## src/rtl/rx_frame_module.sv

```systemverilog
// rtl/rx_frame_module.sv - UART byte stream to checked command frame parser
module rx_frame_module #(
  parameter logic [7:0]  HEADER      = 8'h55,
  parameter int unsigned TIMEOUT_CYC = 500000
) (
  input  logic        CLK,
  input  logic        RST_n,
  input  logic        Rx_Done_Sig,
  input  logic [7:0]  Rx_Data,
  input  logic        Frame_Ack,
  output logic        Rx_En_Sig,
  output logic        Frame_Valid,
  output logic [7:0]  Frame_Cmd,
  output logic [3:0]  Frame_Len,
  output logic [63:0] Frame_Data,
  output logic        Err_Sig,
  output logic [1:0]  Err_Code
);

  typedef enum logic [2:0] {S_IDLE, S_CMD, S_LEN, S_DATA, S_SUM, S_HOLD} state_t;

  // Last count value before an inter-byte gap is declared a timeout.
  localparam logic [19:0] TO_LAST = 20'(TIMEOUT_CYC - 1);

  state_t      state_q, state_d;
  logic [7:0]  cmd_q, cmd_d;
  logic [3:0]  len_q, len_d;
  logic [63:0] shadow_q, shadow_d;
  logic [3:0]  idx_q, idx_d;
  logic [7:0]  xor_q, xor_d;
  logic [19:0] cnt_q, cnt_d;
  logic        valid_q, valid_d;
  logic [7:0]  fcmd_q, fcmd_d;
  logic [3:0]  flen_q, flen_d;
  logic [63:0] fdata_q, fdata_d;
  logic        err_q, err_d;
  logic [1:0]  code_q, code_d;
  logic        rx_en_q, rx_en_d;

  // State and datapath registers; everything clears asynchronously.
  always_ff @(posedge CLK or negedge RST_n) begin
    if (!RST_n) begin
      state_q  <= S_IDLE;
      cmd_q    <= '0;
      len_q    <= '0;
      shadow_q <= '0;
      idx_q    <= '0;
      xor_q    <= '0;
      cnt_q    <= '0;
      valid_q  <= 1'b0;
      fcmd_q   <= '0;
      flen_q   <= '0;
      fdata_q  <= '0;
      err_q    <= 1'b0;
      code_q   <= '0;
      rx_en_q  <= 1'b0;
    end else begin
      state_q  <= state_d;
      cmd_q    <= cmd_d;
      len_q    <= len_d;
      shadow_q <= shadow_d;
      idx_q    <= idx_d;
      xor_q    <= xor_d;
      cnt_q    <= cnt_d;
      valid_q  <= valid_d;
      fcmd_q   <= fcmd_d;
      flen_q   <= flen_d;
      fdata_q  <= fdata_d;
      err_q    <= err_d;
      code_q   <= code_d;
      rx_en_q  <= rx_en_d;
    end
  end

  // Frame parsing, inter-byte timeout and output staging.
  always_comb begin
    state_d  = state_q;
    cmd_d    = cmd_q;
    len_d    = len_q;
    shadow_d = shadow_q;
    idx_d    = idx_q;
    xor_d    = xor_q;
    cnt_d    = cnt_q;
    valid_d  = valid_q;
    fcmd_d   = fcmd_q;
    flen_d   = flen_q;
    fdata_d  = fdata_q;
    err_d    = 1'b0;
    code_d   = code_q;
    rx_en_d  = rx_en_q;

    case (state_q)
      S_IDLE: begin
        cnt_d   = '0;
        rx_en_d = 1'b1;
        if (Rx_Done_Sig && (Rx_Data == HEADER)) begin
          shadow_d = '0;
          state_d  = S_CMD;
        end
      end
      S_CMD, S_LEN, S_DATA, S_SUM: begin
        rx_en_d = 1'b1;
        if (Rx_Done_Sig) begin
          // A byte in the final count cycle still counts as on time.
          cnt_d = '0;
          case (state_q)
            S_CMD: begin
              cmd_d   = Rx_Data;
              xor_d   = Rx_Data;
              state_d = S_LEN;
            end
            S_LEN: begin
              if (Rx_Data > 8'd8) begin
                err_d   = 1'b1;
                code_d  = 2'd2;
                state_d = S_IDLE;
              end else begin
                len_d   = Rx_Data[3:0];
                xor_d   = xor_q ^ Rx_Data;
                idx_d   = '0;
                state_d = (Rx_Data == 8'd0) ? S_SUM : S_DATA;
              end
            end
            S_DATA: begin
              shadow_d[{idx_q[2:0], 3'b000} +: 8] = Rx_Data;
              xor_d = xor_q ^ Rx_Data;
              idx_d = idx_q + 4'd1;
              if ((idx_q + 4'd1) == len_q) state_d = S_SUM;
            end
            default: begin
              if (Rx_Data == xor_q) begin
                fcmd_d  = cmd_q;
                flen_d  = len_q;
                fdata_d = shadow_q;
                valid_d = 1'b1;
                rx_en_d = 1'b0;
                state_d = S_HOLD;
              end else begin
                err_d   = 1'b1;
                code_d  = 2'd1;
                state_d = S_IDLE;
              end
            end
          endcase
        end else if (cnt_q == TO_LAST) begin
          cnt_d   = '0;
          err_d   = 1'b1;
          code_d  = 2'd3;
          state_d = S_IDLE;
        end else begin
          cnt_d = cnt_q + 20'd1;
        end
      end
      S_HOLD: begin
        cnt_d = '0;
        if (Frame_Ack) begin
          valid_d = 1'b0;
          rx_en_d = 1'b1;
          state_d = S_IDLE;
        end
      end
      default: begin
        state_d = S_IDLE;
      end
    endcase
  end

  assign Rx_En_Sig   = rx_en_q;
  assign Frame_Valid = valid_q;
  assign Frame_Cmd   = fcmd_q;
  assign Frame_Len   = flen_q;
  assign Frame_Data  = fdata_q;
  assign Err_Sig     = err_q;
  assign Err_Code    = code_q;

endmodule

```

## config.mk

```make
export PLATFORM = sky130hd
export DESIGN_NAME = rx_frame_module
export DESIGN_NICKNAME = d
export VERILOG_FILES = /design/src/rtl/rx_frame_module.sv
export SDC_FILE = /design/constraint.sdc
export NUM_CORES = 1
export LEC_CHECK = 0
export CORE_ASPECT_RATIO = 0.8
export CORE_MARGIN = 2
export CORE_UTILIZATION = 40
export CTS_BUF_LIST = sky130_fd_sc_hd__clkbuf_4
export DETAILED_ROUTE_END_ITERATION = 10
export DONT_BUFFER_PORTS = 1
export PLACE_DENSITY_LB_ADDON = 0.1
export SLEW_MARGIN = 5
export SYNTH_ARGS = -nofsm -noshare
export SYNTH_HDL_FRONTEND = slang
export SYNTH_SLANG_ARGS = --single-unit
```

## constraint.sdc

```tcl
create_clock -name CLK -period 3.39 [get_ports CLK]
set_input_delay 0.8475 -clock CLK [delete_from_list [all_inputs] [get_ports CLK]]
set_output_delay 0.8475 -clock CLK [all_outputs]
set_load 0.02 [all_outputs]
```

==> flow_summary_export.csv <==
group,metric,value,unit
timing,slew_headroom,0.4415,
die,io_pins,93,
synthesis,yosys_warnings,0,
detailed_routing,highest_layer,"met4",
timing,final-hold-violation-count,72,
cts,clk_root_buffer_cell,"sky130_fd_sc_hd__clkbuf_4",
cts,h_tree_lvls,4,
critical_path,cp_data_required_time,3.87,ns
die,core-area,0.02052,sq mm
timing,setup_viol,0,
critical_path,setup.reg_to_reg.worst_slack,0.67,ns
timing,worst_slew_pin_slew,0.8354,ns
detailed_routing,dr_total_vias,5301,
power,power_per_cell_area,619.5,mW/mm^2
detailed_routing,drt_iter0_markers,375,
timing,timing.final.crit_period,2.722,ns
layout,fin_nets,673,
detailed_routing,drt.antenna.violating_nets,0,
power,power_leakage,0.004147,uW
detailed_routing,dr_wl_met3,1300,microns
timing,timing.final.ws_setup,0.6684,ns
critical_path,regToRegEndpoint,"shadow_q[61]",
synthesis,synthesis.area_per_instance,12.51,sq um
place,buffer_ports.inserted,0,
synthesis,synthesis.area,0.008319,sq mm
hold_path,hold_path_class,"in -> async",
grt,first_global_vias,5441,
critical_path,r2r-start,"idx_q[0]",
detailed_routing,detail_route.vias_per_cell,5.657,
place,detailed_place_hpwl,12410,microns
layout,most_common_cell_after_layout_fill_and_taps_aside,"sky130_fd_sc_hd__dfrtp_1",
synthesis,yosys.cell_types.count,54,
detailed_routing,drt_wl_total,19070,microns
die,std_cell_rows,47,
die,die_area,0.02197,sq mm
synthesis,synth_seq_area_share,0.5775,
die,die-height,133.0,microns
critical_path,wp_data_arrival,3.20,ns
synthesis,synth_top_area_share,0.5775,
grt,gr_util_all_layers,0.1816,
detailed_routing,detail_routed_net_length_per_standard_cell,20.35,microns
die,floorplan.initialDensity,0.4054,
synthesis,synth_nets,684,
grt,globalRoute.totalOverflow,0,
timing,unrepaired_setup_endpoints_after_global_routing,"no",
timing,worst_clock_skew,0.02006,ns
synthesis,synth_seq_cells,192,
layout,commonest_cells_after_routing_fill_and_taps_aside,"192 x sky130_fd_sc_hd__dfrtp_1, 86 x sky130_fd_sc_hd__mux2_2, 64 x sky130_fd_sc_hd__a22o_1, 31 x sky130_fd_sc_hd__nand2_1, 25 x sky130_fd_sc_hd__nor2_1",
synthesis,synth_top_flop_cell,"sky130_fd_sc_hd__dfrtp_1",
detailed_routing,met2_routed_wirelength,8395,microns
cts,clock_transition_at_path_regs,0.16,ns
power,ir_worst_vdd,0.0002507,V
place,placement.setup.worst_slack,0.5339,ns
flow_run,cap_viol_max_count,0,
layout,drive_above_1_share,0.2264,
critical_path,timing.critical_path.from_type,"flip-flop",
cts,clk_path_buf_depth,2,
detailed_routing,drc,0,
die,die_w,165.2,microns
cts,post_cts_resize_count,0,
critical_path,number_of_cells_traversed_by_the_worst_register_to_register_path,6,
timing,final.period_utilization,0.8028,
detailed_routing,met1_length,9182,microns
layout,syn2layout_area_growth,6.106,%
synthesis,yosys.area.top_type,"sky130_fd_sc_hd__dfrtp_1",
timing,finalSetupTns,0,ns
place,numPlacedInstances,904,
cts,tritoncts.num_buffers,17,
cts,clkLatencyLatePin,0.58,ns
detailed_routing,firstDrtPassIters,5,
synthesis,synth_cells,665,
synthesis,synth-edff-count,0,
critical_path,setup.worst_path.end_class,"flip-flop",
critical_path,critical_path.max_fanout,14,
cts,clock_sink_count,192,
cts,postCtsSetupBuffers,0,
critical_path,worstSetupPathType,"reg -> reg",
synthesis,synthTopCellsByArea,"sky130_fd_sc_hd__dfrtp_1 58%, sky130_fd_sc_hd__mux2_2 12%, sky130_fd_sc_hd__a22o_1 6.7%, sky130_fd_sc_hd__nand2_1 1.4%, sky130_fd_sc_hd__o21ai_0 1.3%",
place,rd_place_congestion,0.8003,
run_status,failed_checks,"negative hold slack",
grt,grt_start_max_net_pins,193,
grt,initial_antenna_violation_count,1,
timing,fmax,367.4,MHz
grt,grt_pass1_wl,30840,microns
cts,clock_tree_from_tritoncts,"yes",
layout,final_cell_count_no_fill,937,
synthesis,synthArstFlopShare,1.000,
timing,worst_hold_slack,-0.05988,ns
timing,number_of_slew_limit_violations_in_the_final_report,0,
run_status,outcome,"finished, violations left",
## cell type report
class / instances / area, sq um
Antenna cell: 1 / 2.502
Clock buffer: 19 / 142.6
Clock inverter: 13 / 136.4
Fill cell: 1890 / 11700
Inverter: 11 / 41.29
Multi-Input combinational cell: 424 / 3303
Sequential cell: 192 / 4805
Tap cell: 269 / 336.6
Timing Repair Buffer: 8 / 60.06
## worst max-delay path: stages (launching register included)
cell and delay (ns):
sky130_fd_sc_hd__dfrtp_1 0.65, sky130_fd_sc_hd__inv_1 0.12, sky130_fd_sc_hd__ha_1 0.22, sky130_fd_sc_hd__ha_1 0.39, sky130_fd_sc_hd__or4b_2 0.71, sky130_fd_sc_hd__a21o_4 0.28
sky130_fd_sc_hd__a22o_1 0.24
## report_power, final
group	switching [uW]	total [uW]	internal, uW
Combinational	641	1220	580
Sequential	367	3010	2640
Clock	786	1240	455
Total	1790	5470	3670
## state kept, by name (all words and copies together) (netlist names)
| register | cells |
|---|---|
| cmd_q | 8 |
| Err_Sig | 1 |
| Err_Code | 2 |
| Rx_En_Sig | 1 |
| Frame_Data | 64 |
| idx_q | 4 |
| cnt_q | 20 |
| shadow_q | 64 |
| Frame_Len | 4 |
| Frame_Cmd | 8 |
| Frame_Valid | 1 |
| xor_q | 8 |
| len_q | 4 |
| state_q | 3 |
## how the worst max path moves through the flow
stage	start	to	slack [ns]
3_3_place_gp	Rx_Data[7]	Frame_Data[20]	0.62
4_1_cts	idx_q[0]	shadow_q[59]	0.66
3_5_place_dp	Rx_Data[7]	Frame_Data[28]	0.53
2_1_floorplan	Rx_Data[1]	shadow_q[3]	0.70
6_report	idx_q[0]	shadow_q[61]	0.67
5_1_grt	idx_q[0]	shadow_q[38]	0.50
## metal layers
layer  vias to the layer above  track usage
met5                         -            0
met4                         0      0.04638
met3                        17      0.05486
met2                       151       0.2708
met1                      2679       0.2589
li1                       2454            -
## per-stage QoR
| stage | total power, uW | cell area [sq um] | utilization |
|---|---|---|---|
| final | 5468 | 8827 | 0.4301 |
| after floorplan | 3958 | 8319 | - |
| after global placement | 4210 | 8546 | 0.4164 |
| after detailed placement | 4266 | 8546 | 0.4164 |
| after CTS | 5516 | 8825 | 0.4300 |
| after global routing | 5816 | 8827 | 0.4301 |
## cell usage after synthesis, drive strengths merged, types with 7 or more instances
library cell and count:
nand4 12, nor2b 7, nor2 26, nor3 13, a31oi 8, a22o 64, nand2 31, a21o 16
a21oi 19, o21ai 23, mux2 86, clkbuf 25, ha 7, and3 7, buf 13, nand3 21
dfrtp 192, xor2 7, or2 7, inv 11
## cells by family after synthesis
kind of cell / after synthesis / share of synthesized area
fa+ha+maj: 7 / 0.01053
simple gates: 151 / 0.09671
compound gates: 162 / 0.1527
xor+xnor: 12 / 0.01263
buf+inv: 49 / 0.02632
mux: 92 / 0.1236
flops: 192 / 0.5775
Power figures use the tool's default switching activity.
